<file path="src/rtl/lcdc_bus_writer.sv">
`timescale 1ns/1ps
`default_nettype none
// ============================================================================
// Module   : lcdc_bus_writer
// Purpose  : FIFO-buffered 8080-style 8-bit LCD write engine with panel reset
//            sequencer; drives the LCD pins directly.
// Revision : 1.0 - initial release
// ============================================================================
module lcdc_bus_writer #(
    parameter int FIFO_DEPTH      = 8,
    parameter int WR_LOW_CYCLES   = 2,
    parameter int WR_HIGH_CYCLES  = 2,
    parameter int RST_CYCLES      = 8,
    parameter int RST_WAIT_CYCLES = 4
) (
    input  logic                          clk,
    input  logic                          reset,
    input  logic                          in_valid,
    output logic                          in_ready,
    input  logic [8:0]                    in_data,
    input  logic                          lcd_reset_req,
    output logic                          busy,
    output logic [$clog2(FIFO_DEPTH):0]   fifo_level,
    output logic                          lcdc_rst_n,
    output logic                          lcdc_cs_n,
    output logic                          lcdc_rs,
    output logic                          lcdc_wr_n,
    output logic [7:0]                    lcdc_d
);

    localparam int PTR_W   = $clog2(FIFO_DEPTH);
    localparam int LVL_W   = PTR_W + 1;
    localparam int MAX_A   = (RST_CYCLES > RST_WAIT_CYCLES) ? RST_CYCLES : RST_WAIT_CYCLES;
    localparam int MAX_B   = (WR_LOW_CYCLES > WR_HIGH_CYCLES) ? WR_LOW_CYCLES : WR_HIGH_CYCLES;
    localparam int CNT_MAX = (MAX_A > MAX_B) ? MAX_A : MAX_B;
    localparam int CNT_W   = (CNT_MAX > 1) ? $clog2(CNT_MAX) : 1;

    localparam logic [CNT_W-1:0] RST_LAST  = CNT_W'(RST_CYCLES - 1);
    localparam logic [CNT_W-1:0] WAIT_LAST = CNT_W'(RST_WAIT_CYCLES - 1);
    localparam logic [CNT_W-1:0] LOW_LAST  = CNT_W'(WR_LOW_CYCLES - 1);
    localparam logic [CNT_W-1:0] HIGH_LAST = CNT_W'(WR_HIGH_CYCLES - 1);
    localparam logic [LVL_W-1:0] LVL_FULL  = LVL_W'(FIFO_DEPTH);

    typedef enum logic [2:0] {
        ST_RST_ASSERT = 3'd0,
        ST_RST_WAIT   = 3'd1,
        ST_IDLE       = 3'd2,
        ST_SETUP      = 3'd3,
        ST_WR_LOW     = 3'd4,
        ST_WR_HIGH    = 3'd5
    } state_t;

    state_t           r_state;
    state_t           w_state_next;
    logic [CNT_W-1:0] r_cnt;
    logic [CNT_W-1:0] w_cnt_next;
    logic [8:0]       r_mem [FIFO_DEPTH];
    logic [PTR_W-1:0] r_wr_ptr;
    logic [PTR_W-1:0] r_rd_ptr;
    logic [LVL_W-1:0] r_level;
    logic [8:0]       r_out;
    logic             w_empty;
    logic             w_full;
    logic             w_in_rst;
    logic             w_push;
    logic             w_pop;

    assign w_empty  = (r_level == '0);
    assign w_full   = (r_level == LVL_FULL);
    assign w_in_rst = (r_state == ST_RST_ASSERT) || (r_state == ST_RST_WAIT);
    // A reset request flushes the FIFO, so a concurrent push is dropped
    assign w_push   = in_valid && in_ready && !lcd_reset_req;

    always_comb begin
        w_state_next = r_state;
        w_cnt_next   = r_cnt + CNT_W'(1);
        w_pop        = 1'b0;
        case (r_state)
            ST_RST_ASSERT: begin
                if (r_cnt == RST_LAST) begin
                    w_state_next = ST_RST_WAIT;
                    w_cnt_next   = '0;
                end
            end
            ST_RST_WAIT: begin
                if (r_cnt == WAIT_LAST) begin
                    w_state_next = ST_IDLE;
                    w_cnt_next   = '0;
                end
            end
            ST_IDLE: begin
                w_cnt_next = '0;
                if (!w_empty) begin
                    w_state_next = ST_SETUP;
                    w_pop        = 1'b1;
                end
            end
            ST_SETUP: begin
                w_state_next = ST_WR_LOW;
                w_cnt_next   = '0;
            end
            ST_WR_LOW: begin
                if (r_cnt == LOW_LAST) begin
                    w_state_next = ST_WR_HIGH;
                    w_cnt_next   = '0;
                end
            end
            ST_WR_HIGH: begin
                if (r_cnt == HIGH_LAST) begin
                    w_cnt_next = '0;
                    if (!w_empty) begin
                        w_state_next = ST_SETUP;
                        w_pop        = 1'b1;
                    end else begin
                        w_state_next = ST_IDLE;
                    end
                end
            end
            default: begin
                w_state_next = ST_RST_ASSERT;
                w_cnt_next   = '0;
            end
        endcase
        if (lcd_reset_req) begin
            w_state_next = ST_RST_ASSERT;
            w_cnt_next   = '0;
            w_pop        = 1'b0;
        end
    end

    always_ff @(posedge clk or posedge reset) begin
        if (reset) begin
            r_state <= ST_RST_ASSERT;
            r_cnt   <= '0;
        end else begin
            r_state <= w_state_next;
            r_cnt   <= w_cnt_next;
        end
    end

    always_ff @(posedge clk or posedge reset) begin
        if (reset) begin
            r_wr_ptr <= '0;
            r_rd_ptr <= '0;
            r_level  <= '0;
        end else if (lcd_reset_req) begin
            r_wr_ptr <= '0;
            r_rd_ptr <= '0;
            r_level  <= '0;
        end else begin
            if (w_push) r_wr_ptr <= r_wr_ptr + PTR_W'(1);
            if (w_pop)  r_rd_ptr <= r_rd_ptr + PTR_W'(1);
            case ({w_push, w_pop})
                2'b10:   r_level <= r_level + LVL_W'(1);
                2'b01:   r_level <= r_level - LVL_W'(1);
                default: r_level <= r_level;
            endcase
        end
    end

    always_ff @(posedge clk) begin
        if (w_push) r_mem[r_wr_ptr] <= in_data;
    end

    // Pin data/rs only move when a byte enters SETUP, keeping them stable through the strobe
    always_ff @(posedge clk or posedge reset) begin
        if (reset) begin
            r_out <= '0;
        end else if (lcd_reset_req) begin
            r_out <= '0;
        end else if (w_pop) begin
            r_out <= r_mem[r_rd_ptr];
        end
    end

    assign in_ready   = !w_in_rst && !w_full;
    assign busy       = !((r_state == ST_IDLE) && w_empty);
    assign fifo_level = r_level;
    assign lcdc_rst_n = (r_state != ST_RST_ASSERT);
    assign lcdc_cs_n  = !((r_state == ST_SETUP) || (r_state == ST_WR_LOW) || (r_state == ST_WR_HIGH));
    assign lcdc_wr_n  = (r_state != ST_WR_LOW);
    assign lcdc_rs    = r_out[8];
    assign lcdc_d     = r_out[7:0];

endmodule
`default_nettype wire

</file>
<file path="config.mk">
export PLATFORM = sky130hd
export DESIGN_NAME = lcdc_bus_writer
export DESIGN_NICKNAME = d
export VERILOG_FILES = /design/src/rtl/lcdc_bus_writer.sv
export SDC_FILE = /design/constraint.sdc
export NUM_CORES = 1
export LEC_CHECK = 0
export ABC_AREA = 1
export BUFFER_PORTS_ARGS = -buffer_cell sky130_fd_sc_hd__buf_2
export CAP_MARGIN = 15
export CORE_MARGIN = 2
export CORE_UTILIZATION = 30
export CTS_BUF_LIST = sky130_fd_sc_hd__clkbuf_8 sky130_fd_sc_hd__clkbuf_16
export DETAILED_ROUTE_END_ITERATION = 8
export PLACE_DENSITY = 0.55
export SKIP_CTS_REPAIR_TIMING = 1
export SLEW_MARGIN = 20
export SYNTH_ARGS = -nofsm -noshare
export SYNTH_HDL_FRONTEND = slang
export SYNTH_SLANG_ARGS = --single-unit
</file>
<file path="constraint.sdc">
create_clock -name clk -period 2.6 [get_ports clk]
set_input_delay 0.26 -clock clk [delete_from_list [all_inputs] [get_ports clk]]
set_output_delay 0.26 -clock clk [all_outputs]
set_load 0.1 [all_outputs]
</file>
==> impl_metrics.csv <==
group,metric,value,unit
drt,route.vias.total,2892,
synthesis,postSynthCellCount,399,
synthesis,synthesis.area,4310,um2
timing,number_of_pins_exceeding_their_max_slew_limit_in_the_final_report,0,
timing,timing.slew.headroom,0.5755,
floorplan,coreArea,13930,um2
global_routing,use_met1,0.1824,
global_routing,grt_first_pass_wirelength,15110,um
worst_setup_path,crit_fanout,6,
synthesis,mappedNetlistNets,423,
synthesis,async_reset_ff_frac,0.2577,
worst_setup_path,cpPeakStageDelay,0.45,ns
clocking,max-clock-path-buffers,2,
power_and_ir_drop,pwr-share-seq,0.406,
power_and_ir_drop,total_power,4.629,mW
synthesis,synth_top_area_share,0.5016,
drt,detailedRoute.firstPassIterationCount,4,
global_routing,antenna_found_initial,0,
synthesis,synth_cell_types,31,
layout,final_cells,623,
drt,totalWireLength,9410,um
timing,report.final.setup_viol,0,
worst_setup_path,critical_path.most_common_cell,"nand2_1",
worst_setup_path,cp.required,2.83,ns
drt,drt_drc_violations_left,0,
timing,timing.hold.ws,0.1889,ns
worst_setup_path,worstPathCellList,"nor2_1 > nand3_1 > nand3_4 > nor2_4 > nor2_2 > ha_1 > a21oi_1 > nand3_1 > nand2_1 > inv_1 > nand2_1 > nand2_1 > nand2_1 > nand2_1",
power_and_ir_drop,share_of_power_burned_in_the_clock_network,0.260,
timing,hold_viol_final,0,
placement,numPlacedInstances,606,
global_routing,globalRoute.totalOverflow,0,
clocking,numClockSinks,97,
worst_setup_path,worst-path-buf-inv,1,
clocking,cts-buffers-inserted,9,
global_routing,grt_use_met2,0.2112,
global_routing,first_global_vias,2830,
clocking,clkSlewWorstSetupHoldPaths,0.07,ns
global_routing,grt_util_all_layers,0.1317,
layout,final_net_count,462,
timing,final.period_utilization,0.8734,
power_and_ir_drop,maximum_vdd_ir_drop,0.4411,mV
floorplan,die_w,123.9,um
drt,via_per_inst,4.642,
clocking,clockRootBuffer,"clkbuf_16",
global_routing,global_route.usage.met3,0.03251,
worst_setup_path,worst_path_dominant_cell_family,"simple AND/OR/NAND/NOR gates",
floorplan,floorplan.initialDensity,0.3093,
placement,gp_congestion,0.8758,
clocking,tritoncts_clock_tree,"built",
timing,tns,0,ns
drt,route.detailed.wl_per_inst,15.10,um
worst_setup_path,critical-path-slowest-cell,"dfrtp_2",
worst_setup_path,endpoint_kind,"flop",
synthesis,synthFlopType,"edfxtp_1",
timing,skew,0.009135,ns
timing,fin_crit,2.271,ns
layout,area_delta_synth_final,15.47,%
placement,placement.io_buffers,30,
floorplan,io_pins,31,
synthesis,synth.ff_latch_count,97,
floorplan,die_height,123.9,um
power_and_ir_drop,power_switching,1.881,mW
timing,fmax,440.4,MHz
layout,final_util,0.3572,
worst_hold_path,worstHoldPathType,"input port to flop",
synthesis,ys_seq_area_frac,0.6467,
power_and_ir_drop,combinationalPowerShare,0.334,
placement,dpl_worst_slack,0.3340,ns
layout,post_route_cells_drive_above_1_share,0.2009,
synthesis,synth_area_leader_cell,"edfxtp_1",
worst_setup_path,arrival,2.51,ns
worst_setup_path,startpoint_type,"flop",
clocking,clock_tree.htree_level_count,3,
synthesis,synth_top_cells_by_area,"edfxtp_1, dfrtp_1, nand2_1, o21ai_0, nor2_1",
clocking,clock_latency,0.34,ns
timing,rsz0062_at_grt,"no",
synthesis,ys_warn_count,0,
power_and_ir_drop,cellLeakagePower,2.021,nW
synthesis,netlist_top_cells_count,"nand2_1, edfxtp_1, nor2_1",
synthesis,avgSynthCellArea,10.80,um2
global_routing,grt_max_degree,39,
layout,fillers,1386,
drt,drtIter0Drc,171,
job,max_cap_viol_count,0,
power_and_ir_drop,internal_power,2.748,mW
layout,antenna_fix_cells,0,
worst_setup_path,crit_type,"flop to flop",
synthesis,synth-edff-count,72,
layout,final_area,4977,um2
floorplan,fp.dieArea,15340,um2
power_and_ir_drop,swShare,0.4064,
power_and_ir_drop,power_density,930.0,nW/um2
placement,dp_hpwl,5941,um
outcome,status,"completed",
floorplan,rows,43,
placement,postPlaceCellArea,4698,um2
timing,worst-slew-pin-transition,0.6358,ns
synthesis,most_instantiated_library_cell_after_synthesis,"nand2_1",
timing,final_setup_margin,0.3291,ns
drt,antenna_violating_nets_post_route,0,
global_routing,grt_busiest_layer,"met2",
-- per-layer routing --
layer / wire (um) / share of wire / up-vias
met2: 4342 / 0.46 / 55
met4: 31 / 0.0033 / 0
met5: 0 / 0 / -
li1: - / - / 1444
met3: 366 / 0.039 / 4
met1: 4670 / 0.50 / 1389
-- layout make-up --
cell class	instances	area, um2	area share
flip-flops and latches	97	2793	0.5611
multi-input cells	258	1328	0.2667
clock buffers	9	225.2	0.04525
inverters	28	105.1	0.02112
well taps	180	225.2	0.04525
repair buffers	44	257.7	0.05178
clock inverters	7	43.79	0.008798
-- registers in the layout, summed over array words and instances (netlist names) --
register	cells
r_mem	72
r_out	9
fifo_level	4
r_cnt	3
r_rd_ptr	3
r_state	3
r_wr_ptr	3
-- final timing paths --
| path | from | endpoint | slack [ns] | cells after the start |
|---|---|---|---|---|
| worst max-delay path | fifo_level[0] | fifo_level[3] | 0.33 | 14 |
| worst min-delay path | in_data[6] | r_mem[4][6] | 0.19 | 1 |
| worst max register to register | fifo_level[0] | fifo_level[3] | 0.33 | 14 |
| worst min register to register | r_out[6] | r_out[6] | 0.52 | 2 |
| max in group asynchronous | reset | fifo_level[0] | 1.82 | 4 |
| min in group asynchronous | reset | fifo_level[3] | 0.51 | 4 |
-- power by group through the flow --
stage                     Sequential [mW]  Clock [mW]  Combinational, mW
final                                1.88        1.20               1.55
after global routing                 1.90        1.29               1.69
after CTS                            1.88        1.24               1.55
after detailed placement             1.91           0               1.55
after global placement               1.90           0               1.54
after floorplan                      2.20           0              0.969
-- cells by family after synthesis --
logic type | count (synthesis) | share of synthesized area
adders and majority gates | 11 | 0.03367
DFF | 97 | 0.6467
xor gates and xnor gates | 1 | 0.002032
buffers and inverters | 44 | 0.04731
and+or+nand+nor | 171 | 0.1739
AOI/OAI and AO/OA | 75 | 0.09637
-- layout by cell type, fill, tap and decap left out, drive strengths merged, types with 2 or more instances in the layout --
master	instances
dfrtp	25
edfxtp	72
nand2	89
a31oi	2
ha	10
clkbuf	9
o22ai	19
inv	31
clkinv	3
nor3	2
buf	43
o21ai	48
nand3	24
nor2	56
a21oi	5
Power figures use the tool's default switching activity.
